$ cat src/rtl/im_program_loader_if.sv
// Byte-stream handshake and instruction-memory write port used by im_program_loader.
// master: host side. It drives the byte stream and observes the memory writes.
// slave : the loader. It accepts the stream and drives the memory write port.
interface im_program_loader_if #(
    parameter int ADDR_W = 8,
    parameter int DATA_W = 8
) ();
    logic [DATA_W-1:0] in_data;
    logic              in_valid;
    logic              in_ready;
    logic              im_we;
    logic [ADDR_W-1:0] im_addr;
    logic [DATA_W-1:0] im_wdata;

    modport master (
        output in_data,
        output in_valid,
        input  in_ready,
        input  im_we,
        input  im_addr,
        input  im_wdata
    );

    modport slave (
        input  in_data,
        input  in_valid,
        output in_ready,
        output im_we,
        output im_addr,
        output im_wdata
    );
endinterface

$ cat src/rtl/im_program_loader.sv
// Instruction-memory program loader.
// Receives a length byte followed by N image bytes over a valid/ready stream.
// It writes the image bytes to instruction memory starting at address 0.
// The CPU core is held in reset until a complete image has been accepted.
// Optional feature macro LOADER_CHECKSUM_EN enables a trailing checksum byte
// (CHK state). With this macro defined, the 8-bit sum of the length byte, the
// data bytes and the checksum must be zero for the image to be accepted.
// TIMEOUT idle cycles without a transfer during a load abort the load. A
// TIMEOUT of 0 disables the abort.
module im_program_loader #(
    parameter int ADDR_W  = 8,
    parameter int DATA_W  = 8,
    parameter int TIMEOUT = 1024
) (
    input  logic               clk,
    input  logic               reset,
    input  logic               start,
    im_program_loader_if.slave bus,
    output logic               cpu_reset_n,
    output logic               done,
    output logic               error,
    output logic [ADDR_W:0]    words_written
);
    localparam int CNT_W = ADDR_W + 1;
    localparam logic [CNT_W-1:0] CNT_ONE  = CNT_W'(1);
    localparam logic [CNT_W-1:0] FULL_IMG = CNT_W'(1) << ADDR_W;

`ifdef LOADER_CHECKSUM_EN
    typedef enum logic [2:0] {IDLE, LEN, DATA, CHK, DONE, ERR} state_t;
    localparam state_t AFTER_DATA = CHK;
`else
    typedef enum logic [2:0] {IDLE, LEN, DATA, DONE, ERR} state_t;
    localparam state_t AFTER_DATA = DONE;
`endif

    state_t           state;
    state_t           state_next;
    logic             busy;
    logic             xfer;
    logic             last_byte;
    logic             enter_len;
    logic             timeout_hit;
    logic [CNT_W-1:0] len_n;

`ifdef LOADER_CHECKSUM_EN
    logic [DATA_W-1:0] sum;
    logic [DATA_W-1:0] sum_chk;
    assign busy    = (state == LEN) || (state == DATA) || (state == CHK);
    assign sum_chk = sum + bus.in_data;
`else
    assign busy = (state == LEN) || (state == DATA);
`endif

    assign bus.in_ready = busy;
    assign xfer         = bus.in_valid && busy;
    assign last_byte    = (words_written + CNT_ONE) == len_n;
    assign enter_len    = (state_next == LEN) && (state != LEN);

    // The core runs only while a good image is resident.
    assign done        = (state == DONE);
    assign error       = (state == ERR);
    assign cpu_reset_n = (state == DONE);

    // State register. A start pulse that coincides with reset loses to reset.
    always_ff @(posedge clk) begin
        // NOTE: registers are updated with <= so every flop samples pre-edge values.
        if (reset) state <= IDLE;
        else       state <= state_next;
    end

    // Next-state decode. The timeout overrides every busy-state transition.
    always_comb begin
        // NOTE: default first so no path through the case leaves state_next unassigned (no latch).
        state_next = state;
        unique case (state)
            IDLE:       if (start) state_next = LEN;
            LEN:        if (xfer) state_next = DATA;
            DATA:       if (xfer && last_byte) state_next = AFTER_DATA;
`ifdef LOADER_CHECKSUM_EN
            CHK:        if (xfer) state_next = (sum_chk == '0) ? DONE : ERR;
`endif
            DONE, ERR:  if (start) state_next = LEN;
            default:    state_next = IDLE;
        endcase
        if (timeout_hit) state_next = ERR;
    end

    // Memory write port and progress counter. The write lands one cycle after its transfer.
    always_ff @(posedge clk) begin
        if (reset) begin
            bus.im_we     <= 1'b0;
            bus.im_addr   <= '0;
            bus.im_wdata  <= '0;
            words_written <= '0;
        end else begin
            bus.im_we <= 1'b0;
            if (enter_len) words_written <= '0;
            if (state == DATA && xfer) begin
                bus.im_we     <= 1'b1;
                bus.im_addr   <= words_written[ADDR_W-1:0];
                bus.im_wdata  <= bus.in_data;
                words_written <= words_written + CNT_ONE;
            end
        end
    end

    // Image length capture. A length byte of 0 encodes a full 2^ADDR_W image.
    always_ff @(posedge clk) begin
        // NOTE: len_n (and sum) carry no reset; LEN always loads them before DATA reads them.
        if (state == LEN && xfer)
            len_n <= (bus.in_data == '0) ? FULL_IMG : CNT_W'(bus.in_data);
    end

`ifdef LOADER_CHECKSUM_EN
    // Running modulo-2^DATA_W sum over the length byte and the data bytes.
    always_ff @(posedge clk) begin
        if (xfer) begin
            if (state == LEN)       sum <= bus.in_data;
            else if (state == DATA) sum <= sum + bus.in_data;
        end
    end
`endif

    generate
        if (TIMEOUT > 0) begin : g_timeout
            localparam int TW = (TIMEOUT > 1) ? $clog2(TIMEOUT) : 1;
            localparam logic [TW-1:0] LAST_IDLE = TW'(TIMEOUT - 1);
            logic [TW-1:0] idle_cnt;

            // Count consecutive stalled cycles while a load is in progress.
            always_ff @(posedge clk) begin
                if (reset || !busy || xfer) idle_cnt <= '0;
                else                        idle_cnt <= idle_cnt + TW'(1);
            end

            assign timeout_hit = busy && !xfer && (idle_cnt == LAST_IDLE);
        end else begin : g_no_timeout
            assign timeout_hit = 1'b0;
        end
    endgenerate
endmodule

$ cat src/flat_wrapper.sv
// flat-port wrapper written by rule: the top's interface ports become plain ports
module im_program_loader_flat 
#(
    parameter int ADDR_W  = 8,
    parameter int DATA_W  = 8,
    parameter int TIMEOUT = 1024
)
  (clk, reset, start, cpu_reset_n, done, error, words_written, bus_in_data, bus_in_valid, bus_in_ready, bus_im_we, bus_im_addr, bus_im_wdata);
  im_program_loader_if #(.ADDR_W(ADDR_W), .DATA_W(DATA_W)) bus_i ();
  input  logic clk;
  input  logic reset;
  input  logic start;
  output logic cpu_reset_n;
  output logic done;
  output logic error;
  output logic [ADDR_W:0] words_written;
  input wire logic [$bits(bus_i.in_data)-1:0] bus_in_data;
  input wire logic [$bits(bus_i.in_valid)-1:0] bus_in_valid;
  output wire logic [$bits(bus_i.in_ready)-1:0] bus_in_ready;
  output wire logic [$bits(bus_i.im_we)-1:0] bus_im_we;
  output wire logic [$bits(bus_i.im_addr)-1:0] bus_im_addr;
  output wire logic [$bits(bus_i.im_wdata)-1:0] bus_im_wdata;
  assign bus_i.in_data = bus_in_data;
  assign bus_i.in_valid = bus_in_valid;
  assign bus_in_ready = bus_i.in_ready;
  assign bus_im_we = bus_i.im_we;
  assign bus_im_addr = bus_i.im_addr;
  assign bus_im_wdata = bus_i.im_wdata;
  im_program_loader #(.ADDR_W(ADDR_W), .DATA_W(DATA_W), .TIMEOUT(TIMEOUT)) u_core (.clk(clk), .reset(reset), .start(start), .bus(bus_i), .cpu_reset_n(cpu_reset_n), .done(done), .error(error), .words_written(words_written));
endmodule
$ cat config.mk
export PLATFORM = sky130hd
export DESIGN_NAME = im_program_loader_flat
export DESIGN_NICKNAME = d
export VERILOG_FILES = /design/src/rtl/im_program_loader_if.sv /design/src/rtl/im_program_loader.sv /design/src/flat_wrapper.sv
export SDC_FILE = /design/constraint.sdc
export NUM_CORES = 1
export LEC_CHECK = 0
export CORE_MARGIN = 10
export CORE_UTILIZATION = 55
export CTS_BUF_LIST = sky130_fd_sc_hd__clkbuf_8 sky130_fd_sc_hd__clkbuf_16
export CTS_CLUSTER_DIAMETER = 150
export CTS_CLUSTER_SIZE = 20
export DETAILED_ROUTE_END_ITERATION = 16
export DONT_BUFFER_PORTS = 1
export PLACE_DENSITY = 0.76
export SETUP_SLACK_MARGIN = 0.4
export SYNTH_ARGS = -nofsm -noshare
export SYNTH_HDL_FRONTEND = slang
export SYNTH_SLANG_ARGS = --single-unit
$ cat constraint.sdc
create_clock -name clk -period 1.7 [get_ports clk]
set_input_delay 0.17 -clock clk [delete_from_list [all_inputs] [get_ports clk]]
set_output_delay 0.17 -clock clk [all_outputs]
set_load 0.1 [all_outputs]
==> impl_metrics.tcl <==
set metrics [dict create \
    status "finished clean" \
    num_vias 2366 \
    htree_levels 2 \
    grt_pass1_wl_um 11250 \
    hp-start "bus_in_data[2]" \
    cts_buffers 5 \
    synth_top_area_frac 0.3419 \
    rsz0062_at_grt "true" \
    ys_seq_elements 48 \
    critPathLaunchType "flip-flop" \
    cp_max_fo 6 \
    ys_types 46 \
    cp-end-kind "flip-flop" \
    yosys-top-cells-area "dfxtp_1, edfxtp_1, nand2_1" \
    synth_top_area_cell "dfxtp_1" \
    syn2layout_area_growth_pct 47.51 \
    syn-mean-instance-area_sq_um 8.749 \
    cap_violations 0 \
    antennaDiodeCount 0 \
    synth_edf_count 9 \
    syn_area_sq_mm 0.002283 \
    worstPathCellList "ha_4 > nand3_4 > buf_6 > or4_1 > a21oi_1" \
    gp_congestion 0.8043 \
    synth_nets 275 \
    critPathLaunch "u_core.words_written[1]" \
    grt_overflow_total 0 \
    grt_max_degree 29 \
    slowest_stage "or4_1" \
    r2r_start "u_core.words_written[1]" \
    power_density_mw_per_mm2 639.5 \
    placed_area_sq_mm 0.002641 \
    arrival_ns 1.78 \
    wl_per_cell_um 20.67 \
    routed_wl_um 7626 \
    drv_slew 0 \
    core_sq_mm 0.004000 \
    r2r_slack_ns 0.14 \
    drive_above_1_share 0.4326 \
    cpPeakStageDelay_ns 0.48 \
    dieHeight_um 84.44 \
    placementRows 23 \
    place_ws_ns 0.08096 \
    yosysSeqAreaShare 0.4603 \
    vias_per_cell 6.412 \
    drt_pass1_iterations 8 \
    cts.sinks 48 \
    hold_depth 2 \
    hold_end "u_core.bus.im_wdata[2]" \
    num_io_pins 42 \
    slew_headroom 0.1428 \
    ff_latch_area_sq_mm 0.001092 \
    cp_top_family "simple AND/OR/NAND/NOR gates" \
    synth_flop_cell "dfxtp_1" \
    setup_ws_ns 0.1428 \
    start_util 0.5708 \
    tns_ns 0 \
    nets 332 \
    ant_nets 0 \
    die-area_sq_mm 0.007129 \
    syn_inst 261 \
    setup_viol 0 \
    drc 0 \
    multiInputGateArea_sq_mm 0.001398 \
    cp_num_buf_inv 1 \
    finalCritPeriodShare 0.9160 \
    fin_util 0.8420 \
    grt_usage 0.1880 \
    finClkSkew_ns 0.007162 \
    worst_pin_slew_ns 1.286 \
    cts_tree "built" \
    grt_pass1_vias 2291 \
    crit_type "flip-flop to flip-flop" \
    nFillCells 189 \
    synthArstFlopShare 0 \
    period_minus_slack_ns 1.557 \
    root_buffer "clkbuf_8" \
    worstReg2RegEnd "u_core.words_written[8]" \
    min_path_type "primary input to flip-flop" \
    r2r_cells 5 \
    die_w_um 84.44 \
    max-clock-path-buffers 2 \
    max_freq_ghz 0.6422 \
    clkLatencyLatePin_ns 0.31 \
    port_buffers 0 \
    antenna_found_initial 0 \
    yosys_warnings 0 \
    irDropWorstVdd_mv 0.7464 \
    drt-initial-drc-count 409 \
    postLayoutCellArea_sq_mm 0.003368 \
    hpwl_um 3894 \
    leakage_nw 1.237 \
    finalPower_mw 2.154 \
    cts.clk_slew.worst_paths_ns 0.09 \
    required_ns 1.92 \
    final-hold-violation-count 0 \
]
area by class of cell:
cell class / instances / share of cell area
Multi-Input combinational cell: 187 / 0.4149
Sequential cell: 48 / 0.3243
Timing Repair Buffer: 73 / 0.2103
Clock buffer: 5 / 0.02043
Tap cell: 50 / 0.01857
Clock inverter: 3 / 0.005944
Inverter: 3 / 0.005572
cells in the mapped netlist, types with 2 or more instances:
library cell / number
nand4_1: 2
or3_1: 6
nor2_1: 22
xor2_1: 7
nand2_1: 39
a211oi_1: 3
a32oi_1: 2
and3_1: 5
inv_1: 2
o21ai_0: 11
buf_2: 2
edfxtp_1: 9
buf_4: 4
a31oi_1: 5
buf_6: 2
nor3_1: 2
dfxtp_1: 39
nor2b_1: 2
nor3b_1: 3
a21oi_1: 28
xnor2_1: 10
and2_1: 3
nand2b_1: 2
a21o_1: 2
nand3_1: 7
or4_1: 5
clkbuf_1: 16
ha_1: 2
a22oi_1: 2
state kept, by name, summed over array words and instances (netlist names):
register and flops:
u_core.bus.im_addr 8, u_core.bus.im_wdata 8, u_core.bus.im_we 1, u_core.g_timeout.idle_cnt 10, u_core.len_n 9, u_core.state 3
u_core.words_written 9
layer usage:
layer / track usage / wire length (um) / up-vias
met2: 0.3133 / 3597 / 184
met1: 0.2137 / 2808 / 1110
li1: - / - / 1028
met4: 0.09281 / 347 / 0
met3: 0.05604 / 873 / 44
met5: 0 / 0 / -
kinds of logic (layout without fill, tap and decap cells):
kind of cell             count (synthesis)  after routing  synth area share
buffers and inverters                   28             84           0.06082
multiplexers                             1              1          0.004931
AO/OA/AOI/OAI                           58             59            0.1490
AND/OR/NAND/NOR                        107            108            0.2488
XOR/XNOR                                17             17           0.06520
flip-flops                              48             48            0.4603
adder cells (fa/ha/maj)                  2              2           0.01096
power by group:
part	internal [mW]	switching (mW)
Combinational	0.121	0.170
Sequential	1.16	0.0160
Clock	0.287	0.399
through the flow:
| stage | hold slack (ns) | instances |
|---|---|---|
| after global routing | 0.004504 | 369 |
| final | 0.01168 | 369 |
| after floorplan | 0.3060 | 261 |
| after global placement | 0.2357 | 320 |
| after detailed placement | 0.2392 | 320 |
| after CTS | 0.001917 | 359 |
worst max-delay path by stage:
stage	slack, ns	depth (start not counted)	endpoint
3_3_place_gp	0.14	4	u_core.words_written[6]
6_report	0.14	5	u_core.words_written[8]
2_1_floorplan	0.06	6	u_core.state[0]
4_1_cts	0.23	6	u_core.state[0]
5_1_grt	0.03	5	u_core.state[0]
3_5_place_dp	0.08	4	u_core.words_written[5]
cells in the final DEF, fill, tap and decap left out, drive strengths merged, types with 4 or more instances in the layout:
cell / n
or4: 5
dlygate4sd3: 8
or3: 7
clkbuf: 7
xnor2: 10
nand2: 39
a31oi: 5
buf: 62
xor2: 7
dfxtp: 39
o21ai: 11
inv: 4
edfxtp: 9
a21oi: 28
nor2: 22
nand3: 8
and3: 5
timing repair:
item / in CTS / in global routing
buffers inserted: 20 / 9
cloned: 2 / 1
setup endpoints to repair: 49 / 37
pin swaps: 19 / 19
hold buffers: 9 / 0
gates resized for setup: 39 / 34
endpoints found under the hold margin: 36 / 0
(Power assumes the default switching activity.)
